[config.mk]
export PLATFORM = sky130hd
export DESIGN_NAME = fetch_sequencer
export DESIGN_NICKNAME = d
export VERILOG_FILES = /design/src/rtl/fetch_sequencer_pkg.sv /design/src/rtl/fetch_sequencer_pc_next_mux.sv /design/src/rtl/fetch_sequencer.sv
export SDC_FILE = /design/constraint.sdc
export NUM_CORES = 1
export LEC_CHECK = 0
export ABC_AREA = 1
export CAP_MARGIN = 0
export CORE_MARGIN = 3
export CORE_UTILIZATION = 45
export CTS_BUF_LIST = sky130_fd_sc_hd__clkbuf_4
export CTS_CLUSTER_SIZE = 12
export DETAILED_ROUTE_END_ITERATION = 10
export GPL_TIMING_DRIVEN = 0
export PLACE_DENSITY = 0.82
export SETUP_SLACK_MARGIN = 0.15
export SLEW_MARGIN = 20
export SYNTH_ARGS = -nofsm -noshare
export SYNTH_HDL_FRONTEND = slang
export SYNTH_SLANG_ARGS = --single-unit
export TNS_END_PERCENT = 30
[constraint.sdc]
create_clock -name clock -period 3.5 [get_ports clock]
set_clock_uncertainty 0.1 [all_clocks]
set_input_delay 0.35 -clock clock [delete_from_list [all_inputs] [get_ports clock]]
set_output_delay 0.35 -clock clock [all_outputs]
set_load 0.05 [all_outputs]
[src/rtl/fetch_sequencer_pkg.sv]
// fetch_sequencer_pkg: FSM states, PC-select codes and default widths shared by fetch, branch unit and decode.
package fetch_sequencer_pkg;
    localparam int AW_DEF = 8;
    localparam int IW_DEF = 16;
    typedef enum logic [1:0] {S_BOOT = 2'd0, S_FETCH = 2'd1, S_REDIR = 2'd2} state_e;
    typedef enum logic [1:0] {PC_HOLD = 2'd0, PC_INC = 2'd1, PC_TGT = 2'd2} pc_sel_e;
endpackage

[src/rtl/fetch_sequencer_pc_next_mux.sv]
// pc_next_mux: next-PC selection between hold, sequential step and branch target.
module pc_next_mux
    import fetch_sequencer_pkg::*;
#(
    parameter int AW  = AW_DEF,
    parameter int INC = 1
) (
    input  logic [AW-1:0] pc,
    input  logic [AW-1:0] target,
    input  pc_sel_e       sel,
    output logic [AW-1:0] pc_next
);
    always_comb pc_next = sel == PC_TGT ? target : sel == PC_INC ? pc + AW'(INC) : pc;
endmodule

[src/rtl/fetch_sequencer.sv]
// fetch_sequencer: owns the PC, issues instruction-memory reads and redirects fetch on taken branches.
module fetch_sequencer
    import fetch_sequencer_pkg::*;
#(
    parameter int            AW       = AW_DEF,
    parameter int            IW       = IW_DEF,
    parameter logic [AW-1:0] RESET_PC = '0,
    parameter int            INC      = 1
) (
    input  logic          clock,
    input  logic          reset_n,
    input  logic          branch_taken,
    input  logic [AW-1:0] branch_target,
    input  logic          stall,
    output logic          imem_req,
    output logic [AW-1:0] imem_addr,
    input  logic          imem_ack,
    input  logic [IW-1:0] imem_rdata,
    output logic [IW-1:0] instr_out,
    output logic          instr_valid,
    output logic [AW-1:0] pc_out,
    output logic          flush
);
    state_e        state_q, state_d;
    pc_sel_e       pc_sel;
    logic [AW-1:0] pc_q, pc_d, pc_out_q, pc_out_d;
    logic [IW-1:0] instr_q, instr_d;
    logic          valid_q, valid_d, flush_q, flush_d;

    assign imem_req    = state_q == S_FETCH && !stall;
    assign imem_addr   = pc_q;
    assign instr_out   = instr_q;
    assign instr_valid = valid_q;
    assign pc_out      = pc_out_q;
    assign flush       = flush_q;

    pc_next_mux #(.AW(AW), .INC(INC)) u_pc_next_mux (
        .pc      (pc_q),
        .target  (branch_target),
        .sel     (pc_sel),
        .pc_next (pc_d)
    );

    // A branch outranks an ack in the same cycle, so that word is dropped.
    always_comb begin
        state_d  = state_q;
        pc_sel   = PC_HOLD;
        instr_d  = instr_q;
        pc_out_d = pc_out_q;
        valid_d  = 1'b0;
        flush_d  = 1'b0;
        case (state_q)
            S_BOOT: state_d = S_FETCH;
            S_FETCH: begin
                if (branch_taken) begin
                    pc_sel  = PC_TGT;
                    flush_d = 1'b1;
                    state_d = S_REDIR;
                end else if (imem_ack && imem_req) begin
                    pc_sel   = PC_INC;
                    instr_d  = imem_rdata;
                    pc_out_d = pc_q;
                    valid_d  = 1'b1;
                end
            end
            S_REDIR: begin
                if (branch_taken) begin
                    pc_sel  = PC_TGT;
                    flush_d = 1'b1;
                end else begin
                    state_d = S_FETCH;
                end
            end
            default: state_d = S_BOOT;
        endcase
    end

    always_ff @(posedge clock or negedge reset_n) begin
        if (!reset_n) begin
            state_q  <= S_BOOT;
            pc_q     <= RESET_PC;
            instr_q  <= '0;
            pc_out_q <= RESET_PC;
            valid_q  <= 1'b0;
            flush_q  <= 1'b0;
        end else begin
            state_q  <= state_d;
            pc_q     <= pc_d;
            instr_q  <= instr_d;
            pc_out_q <= pc_out_d;
            valid_q  <= valid_d;
            flush_q  <= flush_d;
        end
    end
endmodule
Word-level counts from Yosys, hierarchy flattened
Cells that the tools add are included.
{"block": "totals", "word_cells": 36, "output_inout_bits": 35, "ff_bits": 36, "in_bits": 29}
{"block": "op_classes", "muxes": 14, "n_addsub": 1, "n_reduce_logical": 8, "bitwise_logic": 1, "eq_ne": 6}
{"op": "8-bit 2-to-1 mux", "count": 2}
{"op": "8-bit by 1-bit adder with 8-bit output (second input constant)", "count": 1}
{"op": "2-bit 2-to-1 mux", "count": 4}
{"op": "1-bit 2-to-1 mux", "count": 6}
{"op": "2-bit case mux with 3 select lines", "count": 1}
{"op": "2-bit by 1-bit equality test with 1-bit output (second input constant)", "count": 2}
{"op": "2-bit equality test (second input constant)", "count": 2}
{"op": "2-bit != test (second input constant)", "count": 2}
{"op": "2-bit case mux with 2 select lines", "count": 1}
{"op": "3-bit AND reduction", "count": 1}
{"op": "1-bit logical AND", "count": 2}
{"op": "2-bit logical NOT", "count": 1}
{"op": "2-bit AND reduction", "count": 1}
{"op": "2-bit nonzero test", "count": 1}
{"op": "2-bit OR reduction", "count": 1}
{"op": "1-bit logical NOT", "count": 1}
{"op": "1-bit NOT", "count": 1}

Depth between registers and ports, before layout
Gate-level depths: netlist of the first run.
{"block": "logic_depth", "depth_word": 9, "mapped_depth": 13, "ltp_nobuf": 12}

By module
Synthesis of the first run repeated with hierarchy kept, for this count alone.
{"block": "hier_totals", "hier_cells": 205, "hier_area_um2": 1707.9}
{"mod": "fetch_sequencer", "seq_area_each_um2": 900.9, "area_each_um2": 1442.6, "cells_per_inst": 145, "instances": 1}
{"mod": "pc_next_mux", "seq_area_each_um2": 0.0, "area_each_um2": 265.3, "cells_per_inst": 60, "instances": 1}

Worst setup path after synthesis of the first run
No wires, ideal clock.
{"block": "synth_timing", "kind": "reg2reg", "startpoint": "register state_q[1]", "endpoint": "register pc_q[3] (netlist: imem_addr[3])", "t_arrival_ps": 2137, "required_time_ps": 3274, "stages_incl_launch_ff": 13, "setup_time_ps": 126, "path_buffers": 2, "period_less_slack_ps": 2363, "slack_ps": 1137, "path_cell_list": "dfrtp_1 -> inv_1 -> ha_1 -> inv_2 -> nor2_4 -> nand3_4 -> buf_2 -> ha_1 -> inv_1 -> buf_2 -> nand3_1 -> o21ai_0 -> a21oi_1"}
{"block": "synth_between", "elab_chain_len": 8, "word_cells_on_any_way": 11, "cone_classes": "eq/ne: 4; mux: 4; reduce/logical: 3"}
{"item": "start, declared", "line": "fetch_sequencer.sv:24", "text": "state_e state_q, state_d;"}
{"item": "start signal, assigned", "line": "fetch_sequencer.sv:87", "text": "state_q <= state_d;"}
{"item": "2-bit by 1-bit equality test with 1-bit output (*)", "line": "fetch_sequencer.sv:30", "text": "assign imem_req = state_q == S_FETCH && !stall;"}
{"item": "1-bit logical AND (*)", "line": "fetch_sequencer.sv:30"}
{"item": "net imem_req", "line": "fetch_sequencer.sv:15", "text": "output logic imem_req,"}
{"item": "1-bit logical AND (*)", "line": "fetch_sequencer.sv:59", "text": "end else if (imem_ack && imem_req) begin"}
{"item": "1-bit 2-to-1 mux (*)", "line": "fetch_sequencer.sv:59"}
{"item": "2-bit 2-to-1 mux (*)", "line": "fetch_sequencer.sv:55", "text": "if (branch_taken) begin"}
{"item": "2-bit case mux with 2 select lines (*)", "line": "fetch_sequencer.sv:52", "text": "case (state_q)"}
{"item": "2-bit equality test / 2-bit by 1-bit equality test with 1-bit output (equally long branches)", "line": "fetch_sequencer_pc_next_mux.sv:13", "text": "always_comb pc_next = sel == PC_TGT ? target : sel == PC_INC ? pc + AW'(INC) : pc;"}
{"item": "8-bit 2-to-1 mux / 2-bit nonzero test (equally long branches)"}
{"item": "end signal, assigned", "line": "fetch_sequencer.sv:88", "text": "pc_q <= pc_d;"}
{"item": "end, declared", "line": "fetch_sequencer.sv:26", "text": "logic [AW-1:0] pc_q, pc_d, pc_out_q, pc_out_d;"}
Mark *: on every way through the listed nets, which the timed path passes. The rest lies on a longest branch.
A chain may end at the register's enable or synchronous reset.

Worst setup path in the final report of the first run
{"block": "layout_timing", "startpoint": "register state_q[1]", "endpoint": "output port imem_req"}
{"block": "layout_between", "elab_chain_len": 2}
{"item": "2-bit by 1-bit equality test with 1-bit output", "line": "fetch_sequencer.sv:30"}
{"item": "1-bit logical AND", "line": "fetch_sequencer.sv:30"}
{"item": "end, declared", "line": "fetch_sequencer.sv:15"}
No other way between the ends.

==> impl_results.md, run 1 <==
- Max frequency: 395 MHz
- #FFs+latches synth: 36
- Final #Nets: 312
- Synth warn: 0
- Post-Route WL: 3790 um
- Antenna violations before repair: 0
- TritonCTS clock tree: built
- HP Class: input port to async pin
- Slew Viols, Final: 0
- Layout cells sized above 1: 7.58%
- Synth-to-Final Area Change: 46.3%
- RD Place Congestion: 0.870
- Initial DRC count: 50
- Port-buffer cells: 63
- Htree depth: 2
- Crit path buf inv count: 3
- Crit Path Max Fanout: 4
- Final TNS setup: 0 ps
- Slowest stage delay, CP: 810 ps
- Mapped Area: 0.00168 sq mm
- Number of library cell types mapped by synthesis: 16
- Fill cell count: 273
- Die span in x: 67.1 um
- Core ar.: 0.00347 sq mm
- Initial DRT Pass Iterations: 4
- RSZ-0062 raised after global routing: false
- Cell chain of the critical path: inv_1, ha_1, inv_2, nor2_4, clkdlybuf4s50_1
- Status: completed
- PD cells: 1020 mW/mm^2
- Data arrival time of the critical path: 2080 ps
- Post-synthesis net count: 240
- N_diodes: 0
- DR WL/cell: 11.7 um
- Clk buf depth: 2
- Total number of vias: 1530
- Worst-path clk slew: 100 ps
- Crit path max-delay family: buffers and inverters
- Total grt overflow: 0
- Leakage power: 1.22 nW
- Slew margin rel.: 64.5%
- Post-CTS setup buffer count: 0
- Avg Cell Area, Syn: 8.22 sq um
- DR vias/cell: 4.74
- Final worst-path cycle share: 72.3%
- Final setup viols: 0
- Worst slack at placement: 1010 ps
- Starting density of the core: 48.4%
- Share of the yosys chip area belonging to registers: 53.7%
- Total CTS buffers: 5
- Synthesized instance count: 204
- Worst slew pin tran: 532 ps
- Vias in the first global route: 1484
- Final worst-path setup slack: 969 ps
- Residual DRC: 0
- Global-route wire length before repair: 6570 um
- Final Core Density: 70.8%
- CP Class: flop to output port
- Critical path's slowest cell: clkdlybuf4s50_1
- Critical Path Start Type: flop
- Post-DRT Antenna Nets: 0
- Clock Sink Count: 36
- Largest net degree at the start of global routing: 23
- DP HPWL: 2840 um
- Max-cap viol count: 0
- Final hold vios: 0
- Core Rows: 21
- Final min period: 2530 ps
- Root Driver: clkbuf_4
- Total placed cells including tap cells: 314
- Worst vdd ir: 514 uV
- GRT Util Overall: 19.5%
- Die height: 67.1 um
- Clk Latency, worst-skew pair: 330 ps
- # IOs: 64
- Die ar.: 0.00450 sq mm
- CP endpoint kind: output port
- WP data required: 3050 ps
- Final std cells w/o fill: 323
[layout make-up]
| type | instances | area (sq um) | share of cell area (%) |
|---|---|---|---|
| sequential | 36 | 901 | 36.7 |
| multi-input combinational | 146 | 678 | 27.6 |
| timing repair buffer | 65 | 663 | 27.0 |
| inverter | 16 | 62.6 | 2.55 |
| tap | 46 | 57.6 | 2.34 |
| clock buffer | 7 | 52.6 | 2.14 |
| buffer | 6 | 36.3 | 1.48 |
| clock inverter | 1 | 3.75 | 0.153 |
[cells in the mapped netlist]
cell	n	area [sq um]
inv_2	1	3.75
buf_2	5	25.0
dfrtp_1	36	901
buf_6	1	11.3
nand3_1	7	35.0
a21oi_1	8	40.0
o21ai_0	9	45.0
ha_1	7	87.6
nor2_4	2	22.5
nor2_1	18	67.6
nand2_1	87	327
nand3_4	1	17.5
or2_2	1	6.26
inv_1	14	52.6
inv_4	1	6.26
o21ai_1	6	30.0
[per-layer routing]
metal / vias up / routed length (um) / track usage, %
met5: - / 0 / 0
met4: 0 / 39 / 6.84
met3: 4 / 300 / 5.06
met2: 52 / 1720 / 31.8
met1: 693 / 1730 / 24.7
li1: 781 / - / -
[final timing paths]
path | from | end | slack [ps] | depth (start not counted)
setup / recovery | state_q[1]$_DFFE_PN0P_ | imem_req | 970 | 5
hold / removal | reset_n | instr_out[13]$_DFFE_PN0P_ | 350 | 2
setup reg to reg | state_q[1]$_DFFE_PN0P_ | imem_addr[3]$_DFFE_PN0P_ | 1090 | 12
hold reg to reg | instr_out[14]$_DFFE_PN0P_ | instr_out[14]$_DFFE_PN0P_ | 390 | 2
max in group asynchronous | reset_n | state_q[0]$_DFFE_PN0P_ | 2520 | 3
min in group clock | instr_out[14]$_DFFE_PN0P_ | instr_out[14]$_DFFE_PN0P_ | 390 | 2
[placed cells by master, fill, tap and decap left out, types with 2 or more instances in the layout]
master and instances:
nor2_1 18, clkbuf_4 7, buf_2 6, nand2_1 87, dfrtp_1 36, o21ai_0 9, o21ai_1 6, ha_1 7
nor2_4 2, a21oi_1 8, inv_1 14, nand3_1 7, clkdlybuf4s50_1 62
[report_power, final]
group | switching [W] | internal (W) | total [W] | leakage, nW
Sequential | 0.000133 | 0.000605 | 0.000737 | 0.456
Clock | 0.000131 | 0.0000928 | 0.000224 | 0.0338
Combinational | 0.00103 | 0.000510 | 0.00154 | 0.734
[stage by stage]
| step | total power, W | instance area [sq um] | hold WS (ps) |
|---|---|---|---|
| 6_report | 0.00251 | 2450 | 349 |
| 5_1_grt | 0.00269 | 2450 | 357 |
| 4_1_cts | 0.00252 | 2450 | 353 |
| 3_5_place_dp | 0.00229 | 2390 | 184 |
| 3_3_place_gp | 0.00226 | 2370 | 361 |
| 2_1_floorplan | 0.00177 | 1680 | -45.6 |
[state kept, by name, indices dropped and copies added (netlist names)]
| name | cells |
|---|---|
| pc_out | 8 |
| state_q | 2 |
| instr_out | 16 |
| instr_valid | 1 |
| flush | 1 |
| imem_addr | 8 |
[kinds of logic after synthesis]
group / count (synthesis) / share of synthesized area, %
buf+inv: 22 / 5.89
simple gates: 116 / 28.3
compound gates: 23 / 6.86
flops: 36 / 53.7
fa+ha+maj: 7 / 5.22
[what timing repair did]
item	4_1_cts	5_1_grt
resized for setup	0	0
hold buffers	1	0
setup endpoints to repair	0	0
endpoints found under the hold margin	14	0
No activity file was read; power rests on OpenSTA's default activity.
==> inputs of run 2 (changes only) <==
Clock period 3.5 ns to 2.4 ns, I/O delays scaled along.
==> run 2 against run 1 <==
Net effect: routed wire length is 2.6% higher; hold slack worse by 160 ps; sequential power is 47% higher; die area stayed put; first-iteration DRC count is 120% higher; cell count is 0.93% higher; non-clock buffer count is 3 higher; utilization is 1.8 points higher; critical path depth is 7 higher; via count is 1.4% higher; design area is 2.5% higher; largest cell class unchanged.
==> impl_results.md, run 2 (synthesized netlist as in run 1, its figures left out) <==
- Status: completed
- Worst vdd ir: 952 uV (+85%)
- Fill cell count: 272 (-0.37%)
- Starting density of the core: 48.4% (unchanged)
- DP HPWL: 2960 um (+4.1%)
- RD Place Congestion: 0.835 (-4.1%)
- Residual DRC: 0 (unchanged)
- Port-buffer cells: 63 (unchanged)
- DR vias/cell: 4.76 (+0.50%)
- DR WL/cell: 11.9 um (+1.6%)
- Crit Path Max Fanout: 10 (+6)
- CP Depth: 12 (+7)
- Clk buf depth: 2 (unchanged)
- Total number of vias: 1552 (+1.4%)
- CP endpoint kind: flop
- Global-route wire length before repair: 6440 um (-1.9%)
- Root Driver: clkbuf_4
- HP Class: input port to async pin
- Critical path's slowest cell: dfrtp_1
- Final setup viols: 0 (unchanged)
- Clk Latency, worst-skew pair: 330 ps (about the same)
- Max FFs per register: 16 (unchanged)
- Core Rows: 21 (unchanged)
- TritonCTS clock tree: built
- RSZ-0062 raised after global routing: false
- Slowest stage delay, CP: 420 ps (-390 ps)
- Final min period: 2080 ps
- Final worst-path cycle share: 86.9%
- Cell chain of the critical path: inv_2, ha_2, inv_2, nor2_4, nand3_4, buf_8, ha_2, inv_2, buf_4, a21oi_1, o21ai_0, o21ai_0
- Wire length on met3: 381 um (+27%)
- Final TNS setup: 0 ps (unchanged)
- Met2 Routed Length: 1750 um (+1.7%)
- Crit path max-delay family: buffers and inverters
- Hold WS: 191 ps (-158 ps)
- Vias in the first global route: 1462 (-1.5%)
- Clock Sink Count: 36 (unchanged)
- Htree depth: 2 (unchanged)
- Cell repeated most along the worst path: inv_2
- Max-cap viol count: 0 (unchanged)
- Die ar.: 0.00450 sq mm (unchanged)
- Total CTS buffers: 5 (unchanged)
- Antenna violations before repair: 0 (unchanged)
- Final #Nets: 315 (+0.96%)
- Initial DRC count: 111 (+120%)
- Most common cell after layout, fill and taps aside: nand2_1
- Worst-path clk slew: 100 ps (about the same)
- Initial DRT Pass Iterations: 4 (unchanged)
- Core ar.: 0.00347 sq mm (unchanged)
- Synth-to-Final Area Change: 50.0%
- WP data required: 2510 ps (-540 ps)
- Data arrival time of the critical path: 2200 ps (+120 ps)
- Post-Route WL: 3890 um (+2.6%)
- Leakage power: 1.26 nW (+2.5%)
- CP Class: flop to flop
- Worst slew pin tran: 530 ps (-1.34 ps)
- # IOs: 64 (unchanged)
- Worst slack at placement: 182 ps (-830 ps)
- PD cells: 1510 mW/mm^2 (+48%)
- Commonest non-fill, non-tap cells in the layout: 87 x nand2_1, 61 x clkdlybuf4s50_1, 36 x dfrtp_1, 18 x nor2_1, 11 x inv_1
- Slew margin rel.: 64.5% (+0.090 points)
- Critical Path Start Type: flop
- Highest Signal Layer: met4
- Design Power: 0.00380 W (+52%)
- Slew Viols, Final: 0 (unchanged)
- Die span in x: 67.1 um (unchanged)
- Largest net degree at the start of global routing: 30 (+30%)
- GRT Util Overall: 19.1% (-0.31 points)
- Crit path buf inv count: 5 (+2)
- Layout cells sized above 1: 10.7% (+3.1 points)
- M1 WL: 1710 um (-1.4%)
- Worst r2r path cells: 12 (unchanged)
- Final worst-path setup slack: 316 ps (-654 ps)
- Post-DRT Antenna Nets: 0 (unchanged)
- Total grt overflow: 0 (unchanged)
- Die height: 67.1 um (unchanged)
- Max frequency: 480 MHz
- N_diodes: 0 (unchanged)
- Final hold vios: 0 (unchanged)
-- run 2: cell types whose count changed in the layout (fill, tap and decap cells not counted), moves of 2 or more --
cell / change
buf_2: -3
inv_2: +3
buf_4: +4
ha_2: +2
inv_1: -3
ha_1: -2
-- run 2: per-stage QoR --
step                instances  util, %  instance area [sq um]
floorplan                 204        -                   1690
global placement          313     68.6                   2380
detailed placement        314     69.0                   2390
CTS                       323     71.6                   2480
global route              326     72.5                   2520
finish                    326     72.5                   2520
-- run 2: path summary, 6_finish.rpt --
check / start / endpoint / slack, ps
min in group clock: imem_rdata[6] / instr_out[6]$_DFFE_PN0P_ / 330
setup / recovery: state_q[1]$_DFFE_PN0P_ / imem_addr[0]$_DFFE_PN0P_ / 320
setup reg to reg: state_q[1]$_DFFE_PN0P_ / imem_addr[0]$_DFFE_PN0P_ / 320
hold reg to reg: instr_out[3]$_DFFE_PN0P_ / instr_out[3]$_DFFE_PN0P_ / 390
max in group asynchronous: reset_n / instr_out[2]$_DFFE_PN0P_ / 1610
hold / removal: reset_n / instr_out[10]$_DFFE_PN0P_ / 190
-- run 2: power breakdown --
part	switching [W]	total (W)	internal (W)
registers	0.000197	0.00108	0.000882
clock network	0.000191	0.000421	0.000230
logic	0.00152	0.00230	0.000777
-- run 2: area by class of cell --
class,instances,area [sq um],area share [%]
flip-flops and latches,36,901,35.8
inverters,16,62.6,2.49
well taps,46,57.6,2.29
repair buffers,68,677,26.9
clock buffers,6,45.0,1.79
multi-input cells,146,683,27.2
plain buffers,6,55.1,2.19
clock inverters,2,35.0,1.39
-- run 2: worst reg2reg max path: stages (launching register included) --
cell	delay (ps)
dfrtp_1	420
inv_2	80
ha_2	180
inv_2	60
nor2_4	130
nand3_4	80
buf_8	140
ha_2	210
inv_2	110
buf_4	180
a21oi_1	70
o21ai_0	90
o21ai_0	110
-- run 2: layer usage --
| metal | GRT usage, % | vias up |
|---|---|---|
| met4 | 6.58 | 0 |
| met2 | 31.3 | 69 |
| met5 | 0 | - |
| li1 | - | 782 |
| met3 | 5.56 | 6 |
| met1 | 24.0 | 695 |
-- run 2: timing repair --
action / CTS / global route
endpoints found under the setup margin: 1 / 8
setup buffers: 0 / 3
hold endpoints to repair: 36 / 0
resized for setup: 1 / 3
hold buffers: 1 / 0
pin swaps: 0 / 1
==> inputs of run 3 (changes only) <==
Settings changed: CELL_PAD_IN_SITES_DETAIL_PLACEMENT set to 1, CELL_PAD_IN_SITES_GLOBAL_PLACEMENT set to 1, CORE_UTILIZATION 45 to 32, PLACE_DENSITY 0.82 to not set, PLACE_DENSITY_LB_ADDON set to 0.1.
==> run 3 against run 2 <==
Net effect: non-clock buffer count fell by 1; count of clock-buffer cells in the layout stayed put; critical path depth is the same; die area is 37% higher; largest power group unchanged; design area rose by 1.0%; routed wire length is 13% higher; flip-flop and latch count is the same; critical path type unchanged.
==> impl_results.md, run 3 (synthesized netlist as in run 1, its figures left out) <==
- Status: completed
- DR vias/cell: 4.49 (-5.7%)
- Final Core Density: 52.1% (-20 points)
- Final hold vios: 0 (unchanged)
- Cell repeated most along the worst path: inv_2
- Clock Power Share: 11.3% (+0.2 points)
- Vias in the first global route: 1558 (+6.6%)
- Total grt overflow: 0 (unchanged)
- Core ar.: 0.00488 sq mm (+41%)
- Root Driver: clkbuf_4
- Worst slew pin tran: 523 ps (-7.34 ps)
- Max FFs per register: 16 (unchanged)
- DR WL/cell: 12.7 um (+6.4%)
- Worst-path clk slew: 110 ps (about the same)
- Largest net degree at the start of global routing: 20 (-33%)
- Max-cap viol count: 0 (unchanged)
- Residual DRC: 0 (unchanged)
- Post-Route WL: 4390 um (+13%)
- Worst vdd ir: 692 uV (-27%)
- Crit path max-delay family: buffers and inverters
- RD Place Congestion: 0.780 (-6.5%)
- Final min period: 2090 ps (+8.58 ps)
- Hold WS: 279 ps (+88.1 ps)
- Clk Latency, worst-skew pair: 340 ps (about the same)
- Final #Nets: 314 (-0.32%)
- Data arrival time of the critical path: 2210 ps (about the same)
- N_diodes: 0 (unchanged)
- Critical path's slowest cell: dfrtp_1
- Die height: 78.4 um (+17%)
- Crit path buf inv count: 5 (unchanged)
- Layout cells sized above 1: 10.4% (-0.32 points)
- Post-DP Area: 0.00243 sq mm (+1.4%)
- Flop pwr share: 28.2% (-0.2 points)
- Final setup viols: 0 (unchanged)
- Die ar.: 0.00615 sq mm (+37%)
- Int Pwr: 0.00189 W (+0.25%)
- Die span in x: 78.4 um (+17%)
- HP Class: input port to async pin
- Clock Sink Count: 36 (unchanged)
- Crit Path Max Fanout: 10 (unchanged)
- Post-DRT Antenna Nets: 0 (unchanged)
- Htree depth: 2 (unchanged)
- Max frequency: 478 MHz (-0.41%)
- Core Rows: 25 (+19%)
- Initial DRT Pass Iterations: 4 (unchanged)
- Port-buffer cells: 63 (unchanged)
- CP endpoint kind: flop
- Worst r2r src: state_q[1]$_DFFE_PN0P_
- PD cells: 1510 mW/mm^2 (+0.13%)
- Most common cell after layout, fill and taps aside: nand2_1
- GRT Util Overall: 15.1% (-4.0 points)
- Global-route wire length before repair: 7370 um (+14%)
- Slew Viols, Final: 0 (unchanged)
- CP Class: flop to flop
- Slowest stage delay, CP: 410 ps (about the same)
- Antenna violations before repair: 0 (unchanged)
- P_sw: 0.00195 W (+2.1%)
- Final non-filler cell area: 0.00254 sq mm (+1.0%)
- Cell chain of the critical path: inv_2, ha_2, inv_2, nor2_4, nand3_4, buf_6, ha_2, inv_2, buf_6, a21oi_1, o21ai_0, o21ai_0
- Initial DRC count: 41 (-63%)
- Synth-to-Final Area Change: 51.5%
- Critical path startpoint: state_q[1]$_DFFE_PN0P_
- Starting density of the core: 34.4% (-14 points)
- RSZ-0062 raised after global routing: false
- Design Power: 0.00385 W (+1.2%)
- Slew margin rel.: 65.0% (+0.49 points)
- Commonest non-fill, non-tap cells in the layout: 87 x nand2_1, 61 x clkdlybuf4s50_1, 36 x dfrtp_1, 18 x nor2_1, 11 x inv_1
- Switch share: 50.8% (+0.45 points)
- Total number of vias: 1553 (+0.064%)
- Final worst-path cycle share: 87.2% (+0.36 points)
- Leakage power: 1.25 nW (about the same)
- DP HPWL: 3400 um (+15%)
- WP data required: 2520 ps (about the same)
- Total CTS buffers: 5 (unchanged)
- TritonCTS clock tree: built
- Comb power frac: 60.5% (about the same)
- # IOs: 64 (unchanged)
- Final TNS setup: 0 ps (unchanged)
- Critical Path Start Type: flop
- Clk buf depth: 2 (unchanged)
[run 3: cell type report]
class	instances	area [sq um]
fill	619	2340
clock buffer	6	45.0
buffer	6	55.1
sequential	36	901
clock inverter	2	35.0
tap	67	83.8
multi-input combinational	146	683
timing repair buffer	67	677
inverter	16	62.6
[run 3: per-stage QoR]
step,instances,worst slack (ps)
after floorplan,204,157
after global placement,334,131
after detailed placement,335,179
after CTS,344,182
after global routing,346,146
final,346,307
[run 3: power groups by stage]
stage          logic, W  clock network [W]  registers, W
2_1_floorplan  0.000615                  0       0.00199
3_3_place_gp    0.00226                  0       0.00109
3_5_place_dp    0.00230                  0       0.00110
4_1_cts         0.00232           0.000452       0.00109
5_1_grt         0.00249           0.000474       0.00114
6_report        0.00233           0.000435       0.00109
[run 3: worst register-to-register path: cells and delay by family (launching register included)]
kind,cells,cell delay [ps]
buf+inv,5,560
flops,1,410
fa+ha+maj,2,400
compound gates,3,260
simple gates,2,250
[run 3: path summary, 6_finish.rpt]
path	slack (ps)	to	cells past startpoint
max in group asynchronous	1470	imem_addr[2]$_DFFE_PN0P_	3
min reg2reg	390	instr_out[4]$_DFFE_PN0P_	2
max reg2reg	310	imem_addr[0]$_DFFE_PN0P_	12
min	280	instr_out[10]$_DFFE_PN0P_	2
max	310	imem_addr[0]$_DFFE_PN0P_	12
min in group clock	330	instr_out[12]$_DFFE_PN0P_	3
[run 3: per-layer routing]
metal / track usage [%] / share of wire, % / vias to the layer above
li1: - / - / 780
met1: 20.2 / 48 / 723
met2: 24.8 / 46 / 45
met3: 3.44 / 4.4 / 5
met4: 3.67 / 1.1 / 0
met5: 0 / 0 / -
[run 3: timing repair]
| action | 4_1_cts | 5_1_grt |
|---|---|---|
| resized for setup | 1 | 3 |
| setup endpoints to repair | 1 | 8 |
| hold buffers | 1 | 0 |
| buffers inserted | 0 | 2 |
| endpoints found under the hold margin | 18 | 0 |
